## config.mk

```make
export PLATFORM = sky130hd
export DESIGN_NAME = demux_vc
export DESIGN_NICKNAME = d
export VERILOG_FILES = /design/src/rtl/demux_vc.sv
export SDC_FILE = /design/constraint.sdc
export NUM_CORES = 1
export LEC_CHECK = 0
export CAP_MARGIN = 20
export CORE_MARGIN = 4
export CORE_UTILIZATION = 50
export DETAILED_ROUTE_END_ITERATION = 16
export PLACE_DENSITY = 0.76
export SETUP_SLACK_MARGIN = 0.02
export SYNTH_ARGS = -nofsm -noshare
export SYNTH_HDL_FRONTEND = slang
export SYNTH_SLANG_ARGS = --single-unit
```

## constraint.sdc

```tcl
create_clock -name clk -period 2.27 [get_ports clk]
set_input_delay 0.3405 -clock clk [delete_from_list [all_inputs] [get_ports clk]]
set_output_delay 0.3405 -clock clk [all_outputs]
set_load 0.02 [all_outputs]
```

## src/rtl/demux_vc.sv

```systemverilog
// ---------------------------------------------------------------------------
// demux_vc
//   Receive-side 1:2 virtual-channel demultiplexer. A single valid/ready
//   stream of words is split across two channels. Bit SEL_BIT of each word
//   picks the channel. Each channel owns a first-word-fall-through FIFO, so
//   a stalled consumer on one channel never blocks words already buffered
//   for the other channel.
//
//   Ports
//     clk          clock, all state updates on the rising edge
//     reset        asynchronous, active-high; discards all buffered words
//     data_in      incoming word (stored unmodified, select bit included)
//     valid_in     data_in is valid this cycle
//     ready_out    combinational accept: the selected channel is not full
//     data_out0/1  head word of channel 0/1 FIFO, reads 0 while empty
//     valid_out0/1 channel 0/1 FIFO not empty
//     ready_in0/1  downstream accept for channel 0/1
//     count0/1     channel 0/1 occupancy
// ---------------------------------------------------------------------------

// ---------------------------------------------------------------------------
// demux_vc_fifo
//   Single-channel FWFT FIFO with registered storage. The head entry drives
//   data_o directly from the storage array, so a word written at edge k is
//   visible right after that edge. A full FIFO refuses a push even when it
//   pops in the same cycle (no bypass); an empty FIFO ignores pop requests.
//
//   Ports
//     clk, reset   clock and asynchronous active-high reset
//     push_i       write data_i this edge (ignored while full)
//     pop_i        drop the head entry this edge (ignored while empty)
//     data_i       word to write
//     data_o       head word, forced to 0 while empty
//     valid_o      FIFO holds at least one word
//     full_o       occupancy equals DEPTH
//     count_o      occupancy, 0..DEPTH
// ---------------------------------------------------------------------------
module demux_vc_fifo #(
  parameter int DATA_WIDTH = 6,
  parameter int DEPTH      = 4
) (
  input  logic                       clk,
  input  logic                       reset,
  input  logic                       push_i,
  input  logic                       pop_i,
  input  logic [DATA_WIDTH-1:0]      data_i,
  output logic [DATA_WIDTH-1:0]      data_o,
  output logic                       valid_o,
  output logic                       full_o,
  output logic [$clog2(DEPTH):0]     count_o
);

  localparam int PW = $clog2(DEPTH);
  localparam int CW = PW + 1;
  localparam logic [CW-1:0] FULL_CNT = CW'(DEPTH);

  logic [DATA_WIDTH-1:0] mem_q [DEPTH];

  logic [PW-1:0] wr_ptr_q, wr_ptr_d;
  logic [PW-1:0] rd_ptr_q, rd_ptr_d;
  logic [CW-1:0] count_q,  count_d;

  logic empty;
  logic full;
  logic push_ok;
  logic pop_ok;

  assign empty   = (count_q == '0);
  assign full    = (count_q == FULL_CNT);
  assign push_ok = push_i && !full;
  assign pop_ok  = pop_i && !empty;

  always_comb begin
    wr_ptr_d = wr_ptr_q;
    rd_ptr_d = rd_ptr_q;
    count_d  = count_q;
    // Pointers are exactly log2(DEPTH) bits, so they wrap DEPTH-1 -> 0 on
    // their own.
    if (push_ok) begin
      wr_ptr_d = wr_ptr_q + 1'b1;
    end
    if (pop_ok) begin
      rd_ptr_d = rd_ptr_q + 1'b1;
    end
    case ({push_ok, pop_ok})
      2'b10:   count_d = count_q + 1'b1;
      2'b01:   count_d = count_q - 1'b1;
      default: count_d = count_q;
    endcase
  end

  always_ff @(posedge clk or posedge reset) begin
    if (reset) begin
      wr_ptr_q <= '0;
      rd_ptr_q <= '0;
      count_q  <= '0;
    end else begin
      wr_ptr_q <= wr_ptr_d;
      rd_ptr_q <= rd_ptr_d;
      count_q  <= count_d;
    end
  end

  // Storage has no reset: its contents are masked by the empty check below.
  always_ff @(posedge clk) begin
    if (push_ok) begin
      mem_q[wr_ptr_q] <= data_i;
    end
  end

  assign data_o  = empty ? '0 : mem_q[rd_ptr_q];
  assign valid_o = !empty;
  assign full_o  = full;
  assign count_o = count_q;

endmodule

module demux_vc #(
  parameter int DATA_WIDTH = 6,
  parameter int DEPTH      = 4,
  parameter int SEL_BIT    = 5
) (
  input  logic                       clk,
  input  logic                       reset,
  input  logic [DATA_WIDTH-1:0]      data_in,
  input  logic                       valid_in,
  output logic                       ready_out,
  output logic [DATA_WIDTH-1:0]      data_out0,
  output logic                       valid_out0,
  input  logic                       ready_in0,
  output logic [DATA_WIDTH-1:0]      data_out1,
  output logic                       valid_out1,
  input  logic                       ready_in1,
  output logic [$clog2(DEPTH):0]     count0,
  output logic [$clog2(DEPTH):0]     count1
);

  logic sel;
  logic full0;
  logic full1;
  logic push0;
  logic push1;
  logic pop0;
  logic pop1;

  assign sel = data_in[SEL_BIT];

  // Accept depends only on the selected channel's full flag; a full channel
  // stalls the sender even if that channel is being drained this cycle.
  assign ready_out = sel ? !full1 : !full0;

  assign push0 = valid_in && ready_out && !sel;
  assign push1 = valid_in && ready_out &&  sel;
  assign pop0  = valid_out0 && ready_in0;
  assign pop1  = valid_out1 && ready_in1;

  demux_vc_fifo #(
    .DATA_WIDTH (DATA_WIDTH),
    .DEPTH      (DEPTH)
  ) u_fifo0 (
    .clk     (clk),
    .reset   (reset),
    .push_i  (push0),
    .pop_i   (pop0),
    .data_i  (data_in),
    .data_o  (data_out0),
    .valid_o (valid_out0),
    .full_o  (full0),
    .count_o (count0)
  );

  demux_vc_fifo #(
    .DATA_WIDTH (DATA_WIDTH),
    .DEPTH      (DEPTH)
  ) u_fifo1 (
    .clk     (clk),
    .reset   (reset),
    .push_i  (push1),
    .pop_i   (pop1),
    .data_i  (data_in),
    .data_o  (data_out1),
    .valid_o (valid_out1),
    .full_o  (full1),
    .count_o (count1)
  );

endmodule

```

==> impl_metrics.toml <==
[sta]
fin_crit_ns = 2.194
timing.final.crit_share_pct = 96.66
setup_slack_ns = 0.07591
fin_hold_ws_ns = 0.3474
rsz0062_at_grt = "yes"
finalSetupTns_ns = 0
relSlewSlack_pct = 62.53
setup_viol = 0
tightestPinTransition_ns = 0.5614
skew_ns = 0.01098
finalHoldViolCount = 0
slew_viol_final = 0
max_freq_mhz = 455.8

[clocking]
clkLatencyLatePin_ns = 0.34
clkTransAtPathRegs_ns = 0.08
cts-root-buf = "clkbuf_8"
cts_tree = "built"
cts_sinks = 62
numCtsBuffers = 9
holdBufCountCts = 0
cts-htree-levels = 3
cts_buffer_depth = 2

[worst_setup_path]
worstPathRequired_ns = 2.51
reg2reg_depth = 6
crit_path_start = "u_fifo0.count_o[2]$_DFFE_PP0P_"
r2r-end = "u_fifo0.count_o[1]$_DFFE_PP0P_"
critPathMaxStageDelay_ns = 0.58
crit-reg2reg-launch = "u_fifo0.count_o[2]$_DFFE_PP0P_"
critPathCaptureType = "register"
critical_path_class = "reg2reg"
path_buf_inv = 1
worstPathCellList = "or3_2 > and2_1 > ha_2 > inv_1 > fa_1 > o21ai_0"
path_max_fanout = 9
startpoint_type = "register"
critPathArrivalTime_ns = 2.44
crit_slowest_cell = "or3_2"
reg2reg_setup_slack_ns = 0.08
crit_family = "simple AND/OR/NAND/NOR gates"

[grt]
grt_pass1_vias = 1529
grt_start_max_net_pins = 15
grt_pass1_wl_mm = 7.838
grt_overflow_total = 0
track_usage_pct = 17.08
antenna_found_initial = 0

[drt]
vias = 1417
drt_wl_total_mm = 4.829
drt_iter0_markers = 68
dr.pass1.iters = 4
avgViaCountPerCell = 4.955
ant_nets = 0
drc = 0
avgRoutedWirePerCell_um = 16.88

[pwr]
power_leakage_nw = 1.299
internal_power_mw = 2.964
p_sw_mw = 1.541
switching_share_pct = 34.20
clockPowerShare_pct = 20.6
powerDensity_nw_per_um2 = 1335
pwr-share-seq_pct = 37.3
pwr-share-comb_pct = 42.1
ir_drop_uv = 764.1

[final_layout]
drive_gt1_share_pct = 27.78
finalNonFillerCells = 286
fin_util_pct = 65.63
fill_cells = 390
register_area_sq_um = 1795
area_growth_pct = 25.98
diodes = 0
nets = 234
multi_input_area_sq_um = 807.0

[yosys]
ys.flop_type = "edfxtp_1"
synth-seq-area-share_pct = 66.92
ys_async_sr_fraction_pct = 22.58
synth_warnings = 0
ys_seq_elements = 62
syn_nets = 181
netlist_area_sq_um = 2678
synth.distinct_cells = 27
avgSynthCellArea_sq_um = 16.95
synth_edf_count = 48
postSynthCellCount = 158

[die]
fp.dieW_um = 81.18
die_area_sq_um = 6590
fp.dieH_um = 81.18
start_util_pct = 52.09
rows = 26
ios = 32
core_sq_um = 5140

[placed_design]
gp_routability_congestion = 0.7500
place_hpwl_mm = 3.341
io_buffers = 31
dpl.cell_count = 256
place_ws_ns = -0.06881

[run]
max_cap_viol_count = 0

[min_path]
hold_path.class = "in2async"

[status]
status = "complete, no violations"
-- through the flow --
| step | power [mW] | cell area (sq um) |
|---|---|---|
| 6_report | 4.505 | 3373 |
| 5_1_grt | 4.778 | 3373 |
| 4_1_cts | 4.400 | 3297 |
| 3_5_place_dp | 3.490 | 3068 |
| 3_3_place_gp | 3.384 | 3068 |
| 2_1_floorplan | 2.793 | 2678 |
-- registers in the layout (all words and copies together) (netlist names) --
signal            count
u_fifo1.wr_ptr_q      2
u_fifo1.count_o       3
u_fifo1.mem_q        24
u_fifo0.mem_q        24
u_fifo0.count_o       3
u_fifo1.rd_ptr_q      2
u_fifo0.wr_ptr_q      2
u_fifo0.rd_ptr_q      2
-- per-layer routing --
layer | GRT usage, % | share of wire, % | up-vias
li1 | - | - | 677
met1 | 20.66 | 41 | 694
met2 | 27.67 | 52 | 34
met3 | 5.322 | 4.4 | 12
met4 | 8.615 | 2.1 | 0
met5 | 0 | 0 | -
-- how the worst max path moves through the flow --
stage | end | cells past startpoint | slack (ns)
detailed placement | u_fifo1.count_o[2]$_DFFE_PP0P_ | 11 | -0.07
global route | u_fifo0.count_o[2]$_DFFE_PP0P_ | 9 | -0.05
floorplan | u_fifo0.count_o[2]$_DFFE_PP0P_ | 10 | 0.02
CTS | u_fifo0.count_o[1]$_DFFE_PP0P_ | 6 | 0.02
finish | u_fifo0.count_o[1]$_DFFE_PP0P_ | 6 | 0.08
global placement | data_out0[3] | 3 | 0.04
-- kinds of logic (layout without fill, tap and decap cells) --
logic type               count (synthesis)  in the layout  share of synthesized area, %
buffers and inverters                   20             78                         3.224
flip-flops                              62             62                         66.92
AO/OA/AOI/OAI                            3              3                        0.6073
adder cells (fa/ha/maj)                 12             12                         6.168
XOR/XNOR                                12             12                         3.925
AND/OR/NAND/NOR                         34             34                         7.711
multiplexers                            15             15                         11.45
-- cell usage after synthesis (2+ instances only) --
cell type  count  area, sq um
inv_1         13        48.80
nand2_1        2        7.510
and2_1        18        112.6
mux4_2        12        270.3
xnor2_1        6        52.55
and2_2         4        30.03
ha_1          10        125.1
edfxtp_1      48         1441
xor2_1         6        52.55
dfrtp_1       14        350.3
buf_2          2        10.01
fa_1           2        40.04
nor2_1         4        15.01
nand3_1        2        10.01
clkbuf_1       3        11.26
-- placed cells by master, fill, tap and decap left out, types with 9 or more instances in the layout --
master / n
and2_1: 18
buf_4: 17
clkbuf_8: 9
clkdlybuf4s50_1: 17
dfrtp_1: 11
dlygate4sd2_1: 9
edfxtp_1: 48
ha_1: 9
inv_1: 13
mux4_2: 12
-- area by class of cell --
| type | instances | area share (%) |
|---|---|---|
| clock inverter | 7 | 1.929 |
| sequential | 62 | 53.23 |
| inverter | 13 | 1.447 |
| clock buffer | 9 | 3.672 |
| multi-input combinational | 76 | 23.92 |
| tap | 70 | 2.596 |
| timing repair buffer | 49 | 13.20 |
-- power by group through the flow --
stage,logic (mW),registers (mW),clock network (mW)
3_5_place_dp,1.75,1.74,0
2_1_floorplan,1.15,1.65,0
4_1_cts,1.76,1.70,0.940
5_1_grt,2.07,1.71,0.997
3_3_place_gp,1.67,1.71,0
6_report,1.90,1.68,0.930
-- repair_timing --
item	in CTS	in global routing
pin swaps	0	1
resized for setup	19	6
setup buffers	6	8
setup endpoints to repair	15	9
Note: power is estimated with default switching activity, not from simulation.
